## src/rtl/axi_lite_regbank.sv

```systemverilog
// AXI4-Lite slave register bank with per-register RW / RO / W1C typing,
// independent AW/W buffering and SLVERR/DECERR responses for unmapped accesses.
module axi_lite_regbank #(
    parameter int unsigned            DATA_WIDTH  = 32,
    parameter int unsigned            ADDR_WIDTH  = 32,
    parameter int unsigned            REG_COUNT   = 8,
    parameter logic [ADDR_WIDTH-1:0]  BASEADDR    = '0,
    parameter logic [REG_COUNT-1:0]   RO_MASK     = '0,
    parameter logic [REG_COUNT-1:0]   W1C_MASK    = '0,
    parameter logic [DATA_WIDTH-1:0]  RESET_VALUE = '0
) (
    input  logic                                 CLK,
    input  logic                                 RESETN,
    input  logic [ADDR_WIDTH-1:0]                AWADDR,
    input  logic                                 AWVALID,
    output logic                                 AWREADY,
    input  logic [DATA_WIDTH-1:0]                WDATA,
    input  logic [DATA_WIDTH/8-1:0]              WSTRB,
    input  logic                                 WVALID,
    output logic                                 WREADY,
    output logic [1:0]                           BRESP,
    output logic                                 BVALID,
    input  logic                                 BREADY,
    input  logic [ADDR_WIDTH-1:0]                ARADDR,
    input  logic                                 ARVALID,
    output logic                                 ARREADY,
    output logic [DATA_WIDTH-1:0]                RDATA,
    output logic [1:0]                           RRESP,
    output logic                                 RVALID,
    input  logic                                 RREADY,
    input  logic [REG_COUNT-1:0][DATA_WIDTH-1:0] REG_IN,
    input  logic [REG_COUNT-1:0]                 REG_IN_VALID,
    output logic [REG_COUNT-1:0][DATA_WIDTH-1:0] REG_OUT,
    output logic [REG_COUNT-1:0]                 REG_OUT_VALID
);

    localparam int unsigned STRB_W  = DATA_WIDTH / 8;
    localparam int unsigned LSB     = $clog2(STRB_W);
    localparam int unsigned IDX_W   = (REG_COUNT > 1) ? $clog2(REG_COUNT) : 1;
    localparam int unsigned TAG_LSB = LSB + IDX_W;
    localparam int unsigned IDX_N   = 32'd1 << IDX_W;

    localparam logic [1:0] RESP_OKAY   = 2'b00;
    localparam logic [1:0] RESP_SLVERR = 2'b10;
    localparam logic [1:0] RESP_DECERR = 2'b11;

    // Widen a per-register mask to the full index space so any idx can address it.
    function automatic logic [IDX_N-1:0] ext_mask(input logic [REG_COUNT-1:0] m);
        logic [IDX_N-1:0] r;
        r = '0;
        for (int unsigned i = 0; i < REG_COUNT; i++) r[i] = m[i];
        return r;
    endfunction

    localparam logic [IDX_N-1:0] IDX_OK = ext_mask('1);
    localparam logic [IDX_N-1:0] RO_EXT = ext_mask(RO_MASK);

    function automatic logic [1:0] decode_resp(input logic [ADDR_WIDTH-1:0] addr);
        logic [IDX_W-1:0] idx;
        idx = addr[LSB +: IDX_W];
        if ((addr >> TAG_LSB) != (BASEADDR >> TAG_LSB)) return RESP_DECERR;
        if (!IDX_OK[idx])                                return RESP_SLVERR;
        return RESP_OKAY;
    endfunction

    logic [REG_COUNT-1:0][DATA_WIDTH-1:0] regs;
    logic [REG_COUNT-1:0][DATA_WIDTH-1:0] regs_nxt;

    logic                  aw_full, w_full, aw_full_nxt, w_full_nxt;
    logic [ADDR_WIDTH-1:0] aw_addr;
    logic [DATA_WIDTH-1:0] w_data, strb_mask;
    logic [STRB_W-1:0]     w_strb;
    logic                  commit, wr_ok;
    logic [IDX_W-1:0]      wr_idx;
    logic [1:0]            wr_resp;
    logic [REG_COUNT-1:0]  wr_pulse;

    logic                  ar_hs, rvalid_nxt;
    logic [IDX_W-1:0]      rd_idx;
    logic [1:0]            rd_resp;
    logic [DATA_WIDTH-1:0] rd_val;

    assign REG_OUT = regs;

    // Write-side decode: commit waits for both buffers and a free B channel.
    always_comb begin
        commit      = aw_full & w_full & ~BVALID;
        aw_full_nxt = (aw_full & ~commit) | (AWVALID & AWREADY);
        w_full_nxt  = (w_full & ~commit) | (WVALID & WREADY);
        wr_idx      = aw_addr[LSB +: IDX_W];
        wr_resp     = decode_resp(aw_addr);
        if (wr_resp == RESP_OKAY && RO_EXT[wr_idx]) wr_resp = RESP_SLVERR;
        wr_ok = commit & (wr_resp == RESP_OKAY);
        for (int unsigned b = 0; b < STRB_W; b++) strb_mask[8*b +: 8] = {8{w_strb[b]}};
    end

    // Next register contents: AXI write beats hardware load on RW; W1C sets beat clears.
    always_comb begin
        regs_nxt = regs;
        wr_pulse = '0;
        for (int unsigned i = 0; i < REG_COUNT; i++) begin
            wr_pulse[i] = wr_ok && (wr_idx == IDX_W'(i));
            if (W1C_MASK[i] && !RO_MASK[i]) begin
                regs_nxt[i] = (regs[i] & ~(wr_pulse[i] ? (w_data & strb_mask) : '0))
                            | (REG_IN_VALID[i] ? REG_IN[i] : '0);
            end else if (wr_pulse[i]) begin
                regs_nxt[i] = (regs[i] & ~strb_mask) | (w_data & strb_mask);
            end else if (REG_IN_VALID[i]) begin
                regs_nxt[i] = REG_IN[i];
            end
        end
    end

    // Read-side decode against the current flop contents.
    always_comb begin
        ar_hs      = ARVALID & ARREADY;
        rvalid_nxt = ar_hs | (RVALID & ~RREADY);
        rd_idx     = ARADDR[LSB +: IDX_W];
        rd_resp    = decode_resp(ARADDR);
        rd_val     = '0;
        for (int unsigned i = 0; i < REG_COUNT; i++) begin
            if (rd_idx == IDX_W'(i)) rd_val = regs[i];
        end
    end

    always_ff @(posedge CLK) begin
        if (!RESETN) regs <= {REG_COUNT{RESET_VALUE}};
        else         regs <= regs_nxt;
    end

    // Write channel buffers and B response.
    always_ff @(posedge CLK) begin
        if (!RESETN) begin
            aw_full       <= 1'b0;
            w_full        <= 1'b0;
            aw_addr       <= '0;
            w_data        <= '0;
            w_strb        <= '0;
            AWREADY       <= 1'b0;
            WREADY        <= 1'b0;
            BVALID        <= 1'b0;
            BRESP         <= RESP_OKAY;
            REG_OUT_VALID <= '0;
        end else begin
            aw_full       <= aw_full_nxt;
            w_full        <= w_full_nxt;
            AWREADY       <= ~aw_full_nxt;
            WREADY        <= ~w_full_nxt;
            REG_OUT_VALID <= wr_pulse;
            if (AWVALID && AWREADY) aw_addr <= AWADDR;
            if (WVALID && WREADY) begin
                w_data <= WDATA;
                w_strb <= WSTRB;
            end
            if (commit) begin
                BVALID <= 1'b1;
                BRESP  <= wr_resp;
            end else if (BVALID && BREADY) begin
                BVALID <= 1'b0;
            end
        end
    end

    // Read channel: one outstanding read, data captured at the AR handshake.
    always_ff @(posedge CLK) begin
        if (!RESETN) begin
            ARREADY <= 1'b0;
            RVALID  <= 1'b0;
            RDATA   <= '0;
            RRESP   <= RESP_OKAY;
        end else begin
            ARREADY <= ~rvalid_nxt;
            RVALID  <= rvalid_nxt;
            if (ar_hs) begin
                RDATA <= (rd_resp == RESP_OKAY) ? rd_val : '0;
                RRESP <= rd_resp;
            end
        end
    end

endmodule
```

## config.mk

```make
export PLATFORM = sky130hd
export DESIGN_NAME = axi_lite_regbank
export DESIGN_NICKNAME = d
export VERILOG_FILES = /design/src/rtl/axi_lite_regbank.sv
export SDC_FILE = /design/constraint.sdc
export NUM_CORES = 1
export LEC_CHECK = 0
export ABC_AREA = 1
export BUFFER_PORTS_ARGS = -buffer_cell sky130_fd_sc_hd__buf_4
export CAP_MARGIN = 20
export CORE_AREA = 4 4 262 264
export DETAILED_ROUTE_END_ITERATION = 10
export DIE_AREA = 0 0 266 268
export HOLD_SLACK_MARGIN = 0.03
export SLEW_MARGIN = 20
export SYNTH_ARGS = -nofsm -noshare
export SYNTH_HDL_FRONTEND = slang
export SYNTH_SLANG_ARGS = --single-unit
```

## constraint.sdc

```tcl
create_clock -name CLK -period 4.1 [get_ports CLK]
set_input_delay 0.82 -clock CLK [delete_from_list [all_inputs] [get_ports CLK]]
set_output_delay 0.82 -clock CLK [all_outputs]
set_load 0.02 [all_outputs]
```

==> key figures, run 1 <==
Run status
  – Status: finished, final reports clean

Layout
  – Layout cells sized above 1: 0.218
  – Final instance area: roughly 0.026 mm²
  – Fin nets: 4186
  – Layout area overhead: 35.3%

STA
  – Worst hold slack: 0.465 ns
  – Period utilization: 0.716
  – Count of pins over their slew limit: 0
  – # setup viols final: 0
  – Final Hold Fails: 0
  – Worst Skew: between 0.015 and 0.02 ns
  – F_max: roughly 0.34 GHz
  – Setup TNS: 0 ns
  – Final min period: between 2 and 3 ns
  – RSZ-0062 raised after global routing: no
  – Tightest Pin Transition: 1.13 ns
  – Slew HR: 0.248

Setup path
  – Worst EP arrival: 3.44 ns
  – Critical Path RT: 4.61 ns
  – Worst Path Class, Setup: flip-flop to flip-flop
  – Crit path launch type: flip-flop
  – Top fanout value on the critical path: 66
  – CP endpoint kind: flip-flop

Routing
  – DRC viols: 0
  – Post-Route WL: 94300 µm
  – Router iterations before antenna repair: 5
  – DR vias/cell: around 4.7
  – Initial drt markers: ~1.6k
  – Via count: 22.1k
  – Avg WL per Cell: 20.0 µm
  – Antenna-violating nets left: 0

Logic synthesis
  – Post-Synth Adder-Cell Area: 0
  – Commonest cells post-synth: nand2_1, nor2_1, dfxtp_1, inv_1, o21ai_0
  – Net Count, Synth: between 3k and 4k
  – Share of the synthesized area in the top cell type: 0.380
  – Post-synthesis xor/xnor area fraction: 0
  – Sequential area share after synthesis: 0.380
  – #FFs+latches synth: around 370
  – Dominant cell type by area after synthesis: dfxtp_1
  – Top FF cell, synth: dfxtp_1
  – Post-synth EDFFs: 0
  – Synth top area cells: dfxtp_1, nand2_1, nor2_1
  – Yosys cell types: 30
  – Synthesized area per cell: between 6 and 7 µm²
  – Yosys warnings: 0
  – Cell with the most instances after synthesis: nand2_1
  – Mapped Area: ~0.020 mm²
  – Simple-Gate Fraction of Synth Area: 0.397
  – Main combinational cell family by area after synthesis: simple AND/OR/NAND/NOR gates
  – Synth Area in Compound Gates: 0.112
  – Mapped Cells: between 3k and 4k
  – Post-synthesis mux area share: 0
  – Async S/R FF share, synth: 0

Power and ir drop
  – Worst VDD drop: around 270 µV
  – Design Power: 9970 µW
  – Pwr/cell area: 377 mW/mm²
  – Leakage: ~0.013 µW

Clock network
  – Root buffer cell: clkbuf_16
  – CTS tree: built
  – Skew-Pair Late Insertion Delay: a little under 0.6 ns
  – # H-tree levels: 2
  – Deepest clock path buffer count: 3
  – Clk slew on worst S/H paths: ~0.060 ns
  – Post-CTS setup buffers: 0
  – CTS sink cnt: approximately 370
  – Hold Buf Count CTS: 0
  – # resized after CTS: 0
  – CTS Buf Count: 45

Die
  – Number of I/O pins: roughly 680
  – Die height: 268 µm
  – Die ar.: around 0.07 mm²
  – Die width: roughly 270 µm
  – Starting Density: 0.294
  – Num rows: 95
  – Placeable Area: about 0.067 mm²

Worst hold path
  – Worst Hold Class: flip-flop to flip-flop

GRT
  – First-pass GRT wire length: about 130000 µm
  – Gr ovfl total: 0
  – Largest net degree at the start of global routing: around 180
  – Total track usage: 0.249
  – Initial antenna violation count: 7
  – Number of global-route vias before repair: about 20k

Run
  – Max_cap viols: 0

Place
  – Port bufs: about 670
  – GPL Wtd Cong: around 0.9
  – Placement Cell Area: around 0.025 mm²
  – Post-DP HPWL: between 70000 and 80000 µm
==> critical path, stage by stage, from the launching register on <==
cell and delay (ns):
dfxtp_1 0.31, inv_1 0.08, nand3_2 0.10, nor2_1 0.13, nand2_1 0.10, nor2_4 0.68, nand3_2 0.10, buf_4 0.39
nand2_1 0.31, nand2_2 0.30, nand2_1 0.14, nand2_1 0.05, nor2_1 0.13
==> kinds of logic (layout without fill, tap and decap cells) <==
| logic type | Yosys count | after routing |
|---|---|---|
| AOI/OAI and AO/OA | 437 | 437 |
| buffers and inverters | 480 | 1081 |
| DFF | 371 | 371 |
| other | 0 | 4 |
| and+or+nand+nor | 1957 | 1957 |
==> cells in the final DEF, fill, tap and decap left out, types with 3 or more instances in the layout <==
master / synthesis / routed
clkbuf_16: 0 / 47
inv_2: 2 / 3
a21oi_1: 112 / 112
inv_1: 284 / 283
buf_12: 0 / 4
o21ai_0: 223 / 223
nand2_1: 1062 / 1062
nand3_4: 4 / 4
o21ai_1: 100 / 100
nor2_1: 743 / 743
clkinv_1: 6 / 6
dfxtp_1: 371 / 371
nor3_4: 1 / 3
nand3_1: 38 / 34
nor2_2: 3 / 3
diode_2: 0 / 4
clkbuf_8: 0 / 8
clkinv_2: 0 / 7
nand3_2: 2 / 6
nand2_2: 35 / 35
buf_4: 2 / 706
nand4_1: 60 / 60
clkbuf_1: 97 / 11
==> power by group <==
| part | leakage (µW) | internal, µW | switching [µW] | total (µW) |
|---|---|---|---|---|
| Clock | 0.000719 | 2360 | 1670 | 4030 |
| Combinational | 0.00966 | 754 | 1150 | 1910 |
| Sequential | 0.00307 | 3840 | 185 | 4020 |
==> per-layer routing <==
layer	global-route usage	vias to the layer above	part of all wire
met5	0	-	0.00074
met2	0.448	757	0.50
li1	-	11100	-
met1	0.298	10100	0.40
met3	0.0475	181	0.065
met4	0.0881	10	0.038
==> cell type report <==
class | instances | area (µm²)
multi-input combinational | 2394 | 10000
timing repair buffer | 711 | 5400
tap | 873 | 1090
inverter | 292 | 1100
clock inverter | 12 | 121
clock buffer | 66 | 1330
antenna | 4 | 10.0
fill | 7347 | 40100
sequential | 371 | 7430
==> final timing paths <==
kind             from        end  slack, ns  cells after the start
max            BVALID  flip-flop       1.17                     12
min          RDATA[1]   RDATA[1]       0.47                      2
max reg2reg    BVALID  flip-flop       1.17                     12
min reg2reg  RDATA[1]   RDATA[1]       0.47                      2
==> through the flow <==
step           std cells  utilization  setup slack (ns)
3_3_place_gp        4641        0.376              1.08
2_1_floorplan       3245            -              2.01
6_report            4723        0.398              1.17
3_5_place_dp        4641        0.376              1.07
4_1_cts             4719        0.397              1.12
5_1_grt             4719        0.397             0.913
(Power assumes the default switching activity.)
==> run 2, diff against run 1 <==
clock period = 2.45 ns   (was 4.1 ns; I/O delays follow)
==> run 2 against run 1 <==
  * Worst setup slack got worse by 0.86 ns
  * Clock-buffer cell count rose by 4
  * Non-clock buffer count increased by 21
  * Die area is the same
  * Sequential power grew 68%
  * Design area increased by 1.4%
  * Power is 70% higher
  * Combinational power increased by 69%
  * Clock power up 74%
  * Sequential share of layout area is 0.39 points lower
  * Critical path type unchanged
  * Highest routed layer unchanged
==> key figures, run 2 (synthesis results as in run 1) <==
Run status
  – Status: finished, final reports clean

Clock network
  – Root buffer cell: clkbuf_16
  – Deepest clock path buffer count: 3 (unchanged)
  – Hold Buf Count CTS: 0 (unchanged)
  – Clk slew on worst S/H paths: 0.06 ns (about the same)
  – Post-CTS setup buffers: 0 (unchanged)
  – CTS tree: built
  – CTS Buf Count: 46 (+2.2%)
  – # resized after CTS: 0 (unchanged)
  – CTS sink cnt: 371 (unchanged)
  – # H-tree levels: 2 (unchanged)
  – Skew-Pair Late Insertion Delay: 0.57 ns (about the same)

GRT
  – Total track usage: 0.247 (-0.00233)
  – Largest net degree at the start of global routing: 107 (-42%)
  – Gr ovfl total: 0 (unchanged)
  – Initial antenna violation count: 9 (+2)
  – Number of global-route vias before repair: 20.8k (+0.94%)
  – First-pass GRT wire length: 133000 µm (-0.53%)

Setup path
  – Worst Path Class, Setup: flip-flop to flip-flop
  – Critical Path RT: 2.91 ns (-1.70 ns)
  – Top fanout value on the critical path: 41 (-38%)
  – Worst EP arrival: 2.61 ns (-0.83 ns)
  – Crit path launch type: flip-flop
  – R2R Setup Slk: 0.30 ns (-0.86 ns)
  – CP endpoint kind: flip-flop

Routing
  – Initial drt markers: 1443 (-7.0%)
  – Antenna-violating nets left: 0 (unchanged)
  – DRC viols: 0 (unchanged)
  – Post-Route WL: 92900 µm (-1.5%)
  – Via count: 22.1k (-0.045%)
  – DR vias/cell: 4.66 (-0.59%)
  – Router iterations before antenna repair: 5 (unchanged)
  – Avg WL per Cell: 19.6 µm (-2.1%)

STA
  – Final min period: 2.15 ns (-0.788 ns)
  – Period utilization: 0.876 (+0.161)
  – Slew HR: 0.507 (+0.259)
  – F_max: 0.466 GHz (+37%)
  – Tightest Pin Transition: 0.738 ns (-0.391 ns)
  – # setup viols final: 0 (unchanged)
  – Setup TNS: 0 ns (unchanged)
  – Final Hold Fails: 0 (unchanged)
  – RSZ-0062 raised after global routing: no
  – Worst Skew: 0.0144 ns (-0.00300 ns)
  – Count of pins over their slew limit: 0 (unchanged)

Die
  – Die width: 266 µm (unchanged)
  – Number of I/O pins: 676 (unchanged)
  – Placeable Area: 0.0666 mm² (unchanged)
  – Starting Density: 0.294 (unchanged)
  – Die height: 268 µm (unchanged)
  – Die ar.: 0.0713 mm² (unchanged)
  – Num rows: 95 (unchanged)

Worst hold path
  – Worst Hold Class: primary input to flip-flop

Layout
  – Fin util: 0.403 (+0.00555)
  – # fillers: 7294 (-0.72%)
  – Fin nets: 4208 (+0.53%)
  – Non-filler cells, final: 4749 (+0.55%)
  – Most common cell after layout, fill and taps aside: nand2_1
  – Layout area overhead: 37.2%
  – Most frequent cells in the layout: nand2_1, nor2_1, buf_4, dfxtp_1, inv_1
  – Layout cells sized above 1: 0.223 (+0.00519)

Place
  – Placed Cells: 4662 (+0.45%)
  – Port bufs: 671 (unchanged)
  – Post-DP HPWL: 71900 µm (-0.52%)
  – GPL Wtd Cong: 0.880 (-0.87%)

Power and ir drop
  – Design Power: 17000 µW (+70%)
  – Worst VDD drop: 464 µV (+70%)
  – Leakage: 0.0136 µW (+1.3%)
  – Pwr/cell area: 633 mW/mm² (+68%)

Run
  – Max_cap viols: 0 (unchanged)
-- run 2: cell types whose count changed in the layout (fill, tap and decap cells not counted), sizes merged --
cell,delta
buf,+21
clkbuf,+4
bufinv,+1
clkinv,+1
diode,-1
-- run 2: final timing paths --
path | start | to | cells after the start
worst max-delay path | aw_addr[9] | flip-flop | 11
worst min-delay path | AWADDR[8] | aw_addr[8] | 3
worst max register to register | aw_addr[9] | flip-flop | 11
worst min register to register | aw_addr[30] | aw_addr[30] | 2
-- run 2: cell type report --
class	instances	area [µm²]	share of cell area
Tap cell	873	1090	0.0407
Antenna cell	3	7.51	0.000280
Multi-Input combinational cell	2394	10000	0.373
Timing Repair Buffer	732	5690	0.212
Sequential cell	371	7430	0.277
Clock inverter	14	153	0.00569
Clock buffer	70	1370	0.0511
Inverter	292	1100	0.0408
-- run 2: critical path, stage by stage (launching register included) --
cell,delay [ns]
dfxtp_1,0.31
nor2_1,0.10
nand2_1,0.07
nor2_1,0.13
nand2_1,0.13
nor2_4,0.13
buf_12,0.22
nand3_2,0.16
nand2_2,0.16
nand2_2,0.29
nor2_1,0.22
nor2_1,0.06
-- run 2: power breakdown --
part	internal, µW	switching [µW]	total [µW]
clock	4170	2850	7020
sequential	6430	313	6740
combinational	1300	1920	3220
total	11900	5080	17000
-- run 2: routing by layer --
metal	track usage	wire (µm)	vias to the layer above
met3	0.0575	6570	161
met4	0.0835	3320	12
met2	0.447	46600	725
met1	0.287	36300	10000
met5	0	89	-
li1	-	-	11200
-- run 2: per-stage QoR --
stage | hold WS [ns] | setup WS (ns) | instance area, µm²
floorplan | 0.430 | 0.666 | 19600
global placement | 0.442 | 0.344 | 25300
detailed placement | 0.445 | 0.320 | 25300
CTS | 0.124 | 0.314 | 26800
global route | 0.149 | 0.0876 | 26800
finish | 0.169 | 0.303 | 26800
